[config.mk]
export PLATFORM = sky130hd
export DESIGN_NAME = fetch_unit
export DESIGN_NICKNAME = d
export VERILOG_FILES = /design/src/rtl/fetch_unit.sv
export SDC_FILE = /design/constraint.sdc
export NUM_CORES = 1
export LEC_CHECK = 0
export CAP_MARGIN = 15
export CORE_AREA = 5 5 107 109
export CTS_BUF_LIST = sky130_fd_sc_hd__clkbuf_8
export CTS_CLUSTER_DIAMETER = 80
export CTS_CLUSTER_SIZE = 8
export DETAILED_ROUTE_END_ITERATION = 8
export DIE_AREA = 0 0 112 114
export MAX_ROUTING_LAYER = met4
export PLACE_DENSITY = 0.88
export SETUP_SLACK_MARGIN = 0.05
export SLEW_MARGIN = 0
export SYNTH_ARGS = -nofsm -noshare
export SYNTH_HDL_FRONTEND = slang
export SYNTH_SLANG_ARGS = --single-unit
[constraint.sdc]
create_clock -name clk -period 3.1 [get_ports clk]
set_input_delay 0.62 -clock clk [delete_from_list [all_inputs] [get_ports clk]]
set_output_delay 0.62 -clock clk [all_outputs]
set_load 0.05 [all_outputs]
[src/rtl/fetch_unit.sv]
// Instruction fetch front end: one outstanding imem read, 2-entry {pc, instr} FIFO,
// branch redirect with squash of in-flight and buffered work.
module fetch_unit (
    input  logic        clk,
    input  logic        reset,
    input  logic        stall,
    input  logic        branch_taken,
    input  logic [15:0] branch_target,
    output logic        imem_req,
    output logic [15:0] imem_addr,
    input  logic        imem_ready,
    input  logic        imem_rvalid,
    input  logic [15:0] imem_rdata,
    output logic [15:0] pc,
    output logic [15:0] instruction,
    output logic        nop
);

    typedef enum logic [1:0] {
        ST_REQ     = 2'd0,
        ST_WAIT    = 2'd1,
        ST_DISCARD = 2'd2
    } state_t;

    state_t      state_r;
    state_t      state_next_s;
    logic [15:0] fetch_pc_r;
    logic [15:0] req_pc_r;
    logic [15:0] fifo_pc_r    [0:1];
    logic [15:0] fifo_instr_r [0:1];
    logic [1:0]  count_r;
    logic        empty_s;
    logic        imem_req_s;
    logic        accept_s;
    logic        push_s;
    logic        pop_s;

    // Handshake qualifiers; branch and reset veto every FIFO and memory action
    always_comb begin
        empty_s    = (count_r == 2'd0);
        imem_req_s = (state_r == ST_REQ) && (count_r != 2'd2) && !branch_taken && !reset;
        accept_s   = imem_req_s && imem_ready;
        push_s     = (state_r == ST_WAIT) && imem_rvalid && !branch_taken && !reset;
        pop_s      = !empty_s && !stall && !branch_taken && !reset;
    end

    // FSM state register
    always_ff @(posedge clk) begin
        if (reset) begin
            state_r <= ST_REQ;
        end else begin
            state_r <= state_next_s;
        end
    end

    // FSM next-state: a response that arrives after a redirect is always dropped
    always_comb begin
        state_next_s = state_r;
        case (state_r)
            ST_REQ: begin
                if (accept_s) begin
                    state_next_s = ST_WAIT;
                end else begin
                    state_next_s = ST_REQ;
                end
            end
            ST_WAIT: begin
                if (imem_rvalid) begin
                    state_next_s = ST_REQ;
                end else if (branch_taken) begin
                    state_next_s = ST_DISCARD;
                end else begin
                    state_next_s = ST_WAIT;
                end
            end
            ST_DISCARD: begin
                if (imem_rvalid) begin
                    state_next_s = ST_REQ;
                end else begin
                    state_next_s = ST_DISCARD;
                end
            end
            default: state_next_s = ST_REQ;
        endcase
    end

    // FSM outputs and presentation path (combinational from the FIFO head)
    always_comb begin
        imem_req  = imem_req_s;
        imem_addr = fetch_pc_r;
        if (reset) begin
            nop         = 1'b1;
            instruction = 16'h0000;
            pc          = 16'h0000;
        end else if (empty_s || branch_taken) begin
            nop         = 1'b1;
            instruction = 16'h0000;
            pc          = fetch_pc_r;
        end else begin
            nop         = 1'b0;
            instruction = fifo_instr_r[0];
            pc          = fifo_pc_r[0];
        end
    end

    // Fetch PC and captured request PC
    always_ff @(posedge clk) begin
        if (reset) begin
            fetch_pc_r <= 16'h0000;
            req_pc_r   <= 16'h0000;
        end else if (branch_taken) begin
            fetch_pc_r <= branch_target;
        end else if (accept_s) begin
            req_pc_r   <= fetch_pc_r;
            fetch_pc_r <= fetch_pc_r + 16'd1;
        end else begin
            fetch_pc_r <= fetch_pc_r;
        end
    end

    // Two-entry FIFO kept as a shift register so entry 0 is always the head
    always_ff @(posedge clk) begin
        if (reset || branch_taken) begin
            count_r         <= 2'd0;
            fifo_pc_r[0]    <= 16'h0000;
            fifo_pc_r[1]    <= 16'h0000;
            fifo_instr_r[0] <= 16'h0000;
            fifo_instr_r[1] <= 16'h0000;
        end else begin
            case ({push_s, pop_s})
                2'b10: begin
                    if (count_r == 2'd0) begin
                        fifo_pc_r[0]    <= req_pc_r;
                        fifo_instr_r[0] <= imem_rdata;
                    end else begin
                        fifo_pc_r[1]    <= req_pc_r;
                        fifo_instr_r[1] <= imem_rdata;
                    end
                    count_r <= count_r + 2'd1;
                end
                2'b01: begin
                    fifo_pc_r[0]    <= fifo_pc_r[1];
                    fifo_instr_r[0] <= fifo_instr_r[1];
                    count_r         <= count_r - 2'd1;
                end
                2'b11: begin
                    if (count_r == 2'd1) begin
                        fifo_pc_r[0]    <= req_pc_r;
                        fifo_instr_r[0] <= imem_rdata;
                    end else begin
                        fifo_pc_r[0]    <= fifo_pc_r[1];
                        fifo_instr_r[0] <= fifo_instr_r[1];
                        fifo_pc_r[1]    <= req_pc_r;
                        fifo_instr_r[1] <= imem_rdata;
                    end
                end
                default: count_r <= count_r;
            endcase
        end
    end

endmodule

After elaboration in Yosys (flattened, before gate mapping)
Memories as Yosys holds them, arrays and structs flattened.
Index checks and enable logic that the tools add are counted.
{ "totals": {"out_inout_bits": 50, "ff_bits": 36, "mem_bits_rw": 64, "memories": 2, "in_bits": 38} }
{ "classes": {"n_bitwise": 13, "muxes": 47, "reduce_logical": 21, "eq_ne": 7, "add_sub_neg": 3} }
{ "memory_table": {"columns": ["memory", "depth", "word_bits", "read_ports", "rd_ports_with_merged_regs", "wr", "line", "source"], "rows": [
  ["fifo_instr_r", 2, 16, 2, 0, 2, "30", "logic [15:0] fifo_instr_r [0:1];"],
  ["fifo_pc_r", 2, 16, 2, 0, 2, "29", "logic [15:0] fifo_pc_r [0:1];"]
]} }
{ "op_table": {"columns": ["cell", "n"], "rows": [
  ["$mux W16", 18],
  ["$mux W1", 24],
  ["$add A16 B1 Y16 const B", 1],
  ["$or A1 B1 Y1", 12],
  ["$logic_and A1 B1 Y1", 10],
  ["$eq A2 B1 Y1 const B", 3],
  ["$eq A2 B2 Y1 const B", 3],
  ["$mux W2", 3],
  ["$pmux W2 S3", 1],
  ["$logic_not A1 Y1", 4],
  ["$logic_not A2 Y1", 2],
  ["$pmux W2 S2", 1],
  ["$reduce_bool A2 Y1", 2],
  ["$add A2 B1 Y2 const B", 1],
  ["$logic_or A1 B1 Y1", 2],
  ["$ne A2 B2 Y1 const B", 1],
  ["$reduce_and A2 Y1", 1],
  ["$sub A2 B1 Y2 const B", 1],
  ["$not A1 Y1", 1]
]} }

Logic depth before layout (Yosys ltp)
{ "depth": {"ltp_word": 13, "ltp_mapped": 12} }

Least setup slack after synthesis
OpenSTA, ideal clock, no wires.
{ "synth_timing": {"path_kind": "input-to-output", "from": "input port branch_taken", "to": "output port imem_req", "slack_ns": -0.293, "arrival_ns": 2.773, "path_buffers": 2, "path_stages": 4, "required_ns": 2.480, "path_cell_list": "buf_2 > or2_2 > clkbuf_1 > nor4_1"} }
{ "synth_between": {"elab_chain_cells": 3} }
{ "synth_rtl": {"columns": ["item", "line", "source"], "rows": [
  ["start, declared", "7", "input logic branch_taken,"],
  ["$logic_not A1 Y1", "41", "imem_req_s = (state_r == ST_REQ) && (count_r != 2'd2) && !branch_taken && !reset;"],
  ["$logic_and A1 B1 Y1 (2 in series)", "41", null],
  ["end, declared", "9", "output logic imem_req,"]
]} }
Every way passes these cells.

Worst setup path after layout
{ "layout_timing": {"from": "input port branch_taken", "to": "output port pc[0]"} }
{ "layout_between": {"elab_chain_cells": 3} }
{ "layout_rtl": {"columns": ["item", "line", "source"], "rows": [
  ["$logic_or A1 B1 Y1", "95", "end else if (empty_s || branch_taken) begin"],
  ["$mux W16", "95", null],
  ["$mux W16", "91", "if (reset) begin"],
  ["end, declared", "14", "output logic [15:0] pc,"]
]} }
Every way passes these cells.

==> results by group <==
Placement
  – DPL Wire Length: 9236 µm
  – GPL Wtd Cong: 0.8755
  – Inst Count DP: 741
  – IO Port Bufs: 87
  – Setup slack at placement: -0.05373 ns
  – Placed Area: 0.006534 mm²

Synthesis
  – Post-synth top cells: nand2_1, edfxtp_1, nor2_1
  – Synth Area in Compound Gates: 0.1745
  – Xor/xnor share of the synthesized area: 0.01062
  – Largest family of logic cells by synthesized area: simple AND/OR/NAND/NOR gates
  – Synth warn: 0
  – Sequential-to-total area share from yosys stat: 0.5341
  – Yosys top cell by area: edfxtp_1
  – Yosys top cell area share: 0.3885
  – Net count after synthesis: 557
  – Prevailing post-synth register cell: edfxtp_1
  – Count leader, synth: nand2_1
  – Unique masters post-synth: 51
  – Synthesized cell area: 0.004947 mm²
  – Synth top area cells: edfxtp_1, dfxtp_1, nand2_1
  – Asr flop ratio synth: 0
  – Synth Area in Simple Gates: 0.2178
  – Adder-cell share of the synthesized area: 0.01770
  – Seq cells post-synth: 100
  – Synthesized instance count: 512
  – Multiplexer share of the synthesized area: 0.004299
  – Synthesized area per cell: 9.663 µm²
  – Post-synth EDFFs: 64

Layout
  – Area of the multi-input gates: 0.002133 mm²
  – Diodes inserted: 0
  – Layout area overhead: 35.99%
  – FF/Latch Area: 0.002643 mm²
  – Final Cell Area: 0.006728 mm²
  – Net count, final: 657
  – Layout cell share with drive strength beyond 1: 0.1702
  – # fillers: 778
  – Final non-filler cell total: 757

Critical path
  – CP startpoint kind: input pin
  – Worst setup EP type: primary output
  – Largest stage delay, worst path: 0.47 ns
  – Crit-path cells: clkdlybuf4s50_1 -> buf_4 -> or2_4 -> nand2_1 -> a21oi_1 -> buf_12
  – Flop-to-flop setup slack: 0.51 ns
  – Reg2Reg Depth: 10
  – WP depth: 6
  – FF-to-FF End: fifo_pc_r[0][1]
  – R2r startpoint: count_r[0]
  – Crit path kind: in2out
  – CP delay by family, top: buffers and inverters
  – Worst Path Buf+Inv: 3
  – Worst Path Required: 2.48 ns
  – Slowest CP cell: clkdlybuf4s50_1
  – Critical Path AT: 2.26 ns
  – Worst Path Max Fanout: 19

Clock network
  – Worst-Skew Late Latency: 0.36 ns
  – Post-cts hold buffer count: 0
  – CTS sink cnt: 100
  – Setup bufs post-CTS: 0
  – Max Root-Sink Buffers: 2
  – CTS tree: built
  – CTS buffer count: 9
  – H-tree levels: 3
  – Reg clk slew, reported paths: 0.10 ns
  – Post-cts resize count: 0
  – Root buffer cell: clkbuf_8

Hold path
  – Hold crit path type: reg2reg
  – WHS Path Cells: 2
  – Worst Hold End: req_pc_r[6]
  – Hold_sp: req_pc_r[6]

Floorplanning
  – Initial Util: 0.4708
  – I/O pin count: 88
  – Die Y: 114 µm
  – Width of the die: 112 µm
  – Die Footprint: 0.01277 mm²
  – Row count: 38
  – Core Area: 0.01051 mm²

Global route
  – Gr ovfl total: 0
  – Total global-route track usage: 0.2106
  – First-pass GRT wire length: 21160 µm
  – Largest net degree at the start of global routing: 57
  – Vias in the first global route: 4365
  – Initial antenna violation count: 0

Timing
  – Worst Slack Setup Final: 0.2236 ns
  – RSZ-0062 raised after global routing: no
  – Post-layout minimum cycle time: 2.876 ns
  – Relative slew slack: 0.6288
  – Slew at the pin with the worst max-slew slack: 0.5568 ns
  – Final worst path period share: 0.9279
  – Clock skew: 0.01514 ns
  – Fin. max-slew vios: 0
  – Final setup fails: 0
  – Final hold violation count: 0
  – Max frequency: 347.7 MHz

Power
  – Max VDD drop: 0.2591 mV
  – Pleak: 2.366 nW
  – PwrDens: 395.8 mW/mm²
  – Total power: 2.663 mW

Routing
  – DR iter-0 viols: 345
  – Drt pass-1 iters: 5
  – WL final: 12980 µm
  – WL/cell: 17.14 µm
  – DRC violations left: 0
  – Vias: 4291
  – Routed Antenna Nets: 0
  – Via density per instance: 5.668

Outcome
  – Status: finished clean

Run
  – Max cap viols: 0
-- cell families (layout without fill, tap and decap cells) --
family	Yosys count	in the layout
buffers and inverters	49	154
adder cells (fa/ha/maj)	7	7
AND/OR/NAND/NOR	216	216
AO/OA/AOI/OAI	132	132
XOR/XNOR	6	6
multiplexers	2	2
flip-flops	100	100
-- through the flow --
step / util / hold slack [ns] / TNS (ns)
2_1_floorplan: - / 0.4450 / -0.7374
5_1_grt: 0.6403 / 0.4917 / 0
3_3_place_gp: 0.6218 / 0.4526 / 0
6_report: 0.6403 / 0.4758 / 0
3_5_place_dp: 0.6218 / 0.4606 / -0.4322
4_1_cts: 0.6400 / 0.4750 / 0
-- how the worst max path moves through the flow --
stage            startpoint                 end  slack [ns]
6_report       branch_taken               pc[0]        0.22
5_1_grt        branch_taken              pc[10]        0.13
4_1_cts        branch_taken              pc[10]        0.15
3_5_place_dp   branch_taken    fifo_pc_r[0][13]       -0.05
3_3_place_gp   branch_taken  fifo_instr_r[0][0]        0.06
2_1_floorplan  branch_taken  fifo_instr_r[0][0]       -0.02
-- state kept, by name, summed over array words and instances (netlist names) --
signal / cells
fifo_instr_r: 32
fifo_pc_r: 32
imem_addr: 16
req_pc_r: 16
count_r: 2
state_r: 2
-- cell type report --
| type | count | share of cell area |
|---|---|---|
| well taps | 140 | 0.02604 |
| inverters | 11 | 0.006137 |
| repair buffers | 127 | 0.2295 |
| flip-flops and latches | 100 | 0.3928 |
| multi-input cells | 363 | 0.3171 |
| clock buffers | 9 | 0.01841 |
| clock inverters | 7 | 0.01004 |
-- routing by layer --
layer | up-vias | GRT usage | share of wire
met5 | - | - | 0
met4 | 0 | 0.07532 | 0.019
met2 | 193 | 0.3605 | 0.52
met1 | 2047 | 0.2548 | 0.40
li1 | 2032 | - | -
met3 | 19 | 0.03236 | 0.066
-- tightest hold or removal path, delay by kind of cell, from the launching register on --
family / cells / cell delay, ns
AO/OA/AOI/OAI: 1 / 0.05
flip-flops: 1 / 0.33
AND/OR/NAND/NOR: 1 / 0.05
-- power by group --
part           switching [mW]  total [mW]  internal (mW)
Combinational           0.199       0.356          0.157
Sequential             0.0433        1.51           1.46
Clock                   0.489       0.801          0.312
-- layout by cell type (no fill, tap or decap), drive strengths merged, types with 6 or more instances in the layout --
cell type / n
nand2: 78
buf: 75
edfxtp: 64
clkdlybuf4s50: 52
nor2: 46
a21oi: 36
dfxtp: 36
o21ai: 35
nor2b: 31
o2bb2ai: 31
and2: 18
inv: 14
nand3: 11
clkbuf: 9
ha: 7
a31oi: 6
or3: 6
(Power assumes the default switching activity.)
==> RTL edit: new RTL, same settings <==
Re-encode `state_t` (3 states) as one-hot, 3 bits wide.
--- a/src/rtl/fetch_unit.sv
+++ b/src/rtl/fetch_unit.sv
@@ -16,10 +16,10 @@
     output logic        nop
 );
 
-    typedef enum logic [1:0] {
-        ST_REQ     = 2'd0,
-        ST_WAIT    = 2'd1,
-        ST_DISCARD = 2'd2
+    typedef enum logic [2:0] {
+        ST_REQ     = 3'b001,
+        ST_WAIT    = 3'b010,
+        ST_DISCARD = 3'b100
     } state_t;
 
     state_t      state_r;
Check against the original RTL: same outputs for any inputs over 4 cycles, from zero or initial values and one cycle with reset high; so few cycles prove little.
==> RTL edit against the original RTL <==
- clock power grew 11%
- total power grew 1.5%
- utilization shrank 1.8 points
- setup slack lost 90 ps
- critical path depth is the same
- register-to-register slack is essentially flat
- sequential cell count grew 1
- via count shrank 4.5%
- routed wire length shrank 5.1%
- cell area shrank 2.9%
- sequential share of layout area grew 1.5 points
- area after synthesis shrank 1.5%
- critical endpoint is now pc[3]
==> RTL edit: results (changes against the original RTL) <==
[pwr]
p_seq_mw = 1.52
p_comb_mw = 0.300  ; -16%
leakage_nw = 2.417  ; +2.1%
power.net_switching_mw = 0.6908  ; -5.6%
ir_worst_vdd_v = 0.0002700  ; +4.2%

[synth]
netlist_instances = 487  ; -4.9%
synth-edff-count = 64  ; unchanged
syn-num-nets = 532  ; -4.5%
yosys-top-cells-area = edfxtp_1 39%, dfxtp_1 15%, and2_1 6.4%, a21oi_1 6.3%, nand2_1 6.0%
async_flop_share_pct = 0  ; unchanged
synth.top_cells.by_count = 78 x nand2_1, 64 x edfxtp_1, 61 x a21oi_1, 50 x and2_1, 37 x dfxtp_1
synth.distinct_cells = 44  ; -14%
yosysSeqAreaShare_pct = 54.62  ; +1.2 points
ys.flop_type = edfxtp_1
yosys_warnings = 0  ; unchanged

[clock_tree]
path_clk_slew_ps = 90
numCtsBuffers = 9  ; unchanged
clock_latency_ps = 370
h-tree-depth = 3  ; unchanged
root_buffer = clkbuf_8
clock_path_buffers = 2  ; unchanged

[worst_setup_path]
arrival_ps = 2350  ; +90 ps
crit_fanout = 27  ; +8
crit_slowest_cell = clkdlybuf4s50_1
path_delay_family = buffers and inverters
slowest_delay_ps = 470  ; about the same

[placed_design]
io_buffers = 87  ; unchanged
dp_hpwl_um = 8715  ; -5.6%
place_congestion = 0.8633  ; -1.4%
placed_cells = 698  ; -5.8%

[global_route]
grt.met1_usage_pct = 26.11  ; +0.63 points
grt_max_degree = 47  ; -18%
grtUsageTotal_pct = 20.50  ; -0.56 points
grtUsageMet2_pct = 33.65  ; -2.4 points
grt_pass1_wl_um = 20610  ; -2.6%
grt_util_met3_pct = 4.138  ; +0.90 points
antenna_found_initial = 0  ; unchanged

[cells_and_area]
fillers = 803  ; +3.2%
top_regs = fifo_instr_r (32), fifo_pc_r (32)
drive_above_1_share_pct = 18.29  ; +1.3 points
n_antenna_cell = 0  ; unchanged
fin_nets = 614  ; -6.5%

[routing]
wl_met1_um = 4979  ; -3.0%
vias = 4097  ; -4.5%
first_iter_violations = 332  ; -3.8%
wl_per_cell_um = 17.26  ; +0.66%
wl_met3_um = 942  ; +9.4%
dr.pass1.iters = 5  ; unchanged
top_layer = met4
wl_met2_um = 6202  ; -8.0%
routed_via_density = 5.738  ; +1.2%

[timing]
skew_ps = 14.12  ; -1.016 ps
worstMarginPinSlew_ps = 592.8  ; +36.06 ps

[hold_path]
hold_class = reg2reg

[status]
status = completed

RTL edit: cell types whose count changed after synthesis, moves of 11 or more:
cell / delta
a21oi_1: +25
and2_1: +32
clkbuf_1: -11
mux2_2: +17
nor2_1: -28
nor2b_1: -28
o21ai_0: -12
o2bb2ai_1: -31
o31ai_1: +15
RTL edit: cell families (layout without fill, tap and decap cells):
| group | after synthesis | in the layout | share of synthesized area, % |
|---|---|---|---|
| simple gates | 193 | 193 | 20.38 |
| buf+inv | 44 | 131 | 4.440 |
| fa+ha+maj | 7 | 7 | 1.797 |
| mux | 18 | 18 | 4.158 |
| compound gates | 122 | 122 | 14.25 |
| xor+xnor | 2 | 2 | 0.3594 |
| flops | 101 | 101 | 54.62 |
RTL edit: path summary, 6_finish.rpt:
check / from / to / slack (ps) / cells after the start
hold / removal: state_r[0] / state_r[2] / 480 / 1
setup reg to reg: count_r[0] / fifo_instr_r[0][6] / 510 / 11
setup / recovery: branch_taken / pc[3] / 130 / 6
hold reg to reg: state_r[0] / state_r[2] / 480 / 1
RTL edit: metrics by stage:
stage	setup slack, ps	total power, mW	cell area [µm²]
after floorplan	96.97	1.687	4923
after global placement	-27.71	1.835	6306
after detailed placement	-203.7	1.842	6306
after CTS	50.64	2.712	6526
after global routing	83.94	2.799	6535
final	133.4	2.703	6535
RTL edit: repair_timing:
item | in CTS | in global routing
endpoints found under the setup margin | 0 | 25
gates resized for setup | 0 | 3
hold buffers | 0 | 0
setup buffers | 0 | 0
RTL edit: final cells by class:
type	instances	area, µm²	area share [%]
multi-input combinational	342	2049	31.36
timing repair buffer	106	1391	21.29
clock buffer	10	137.6	2.106
clock inverter	6	82.58	1.264
inverter	9	36.28	0.5552
tap	140	175.2	2.680
sequential	101	2663	40.74
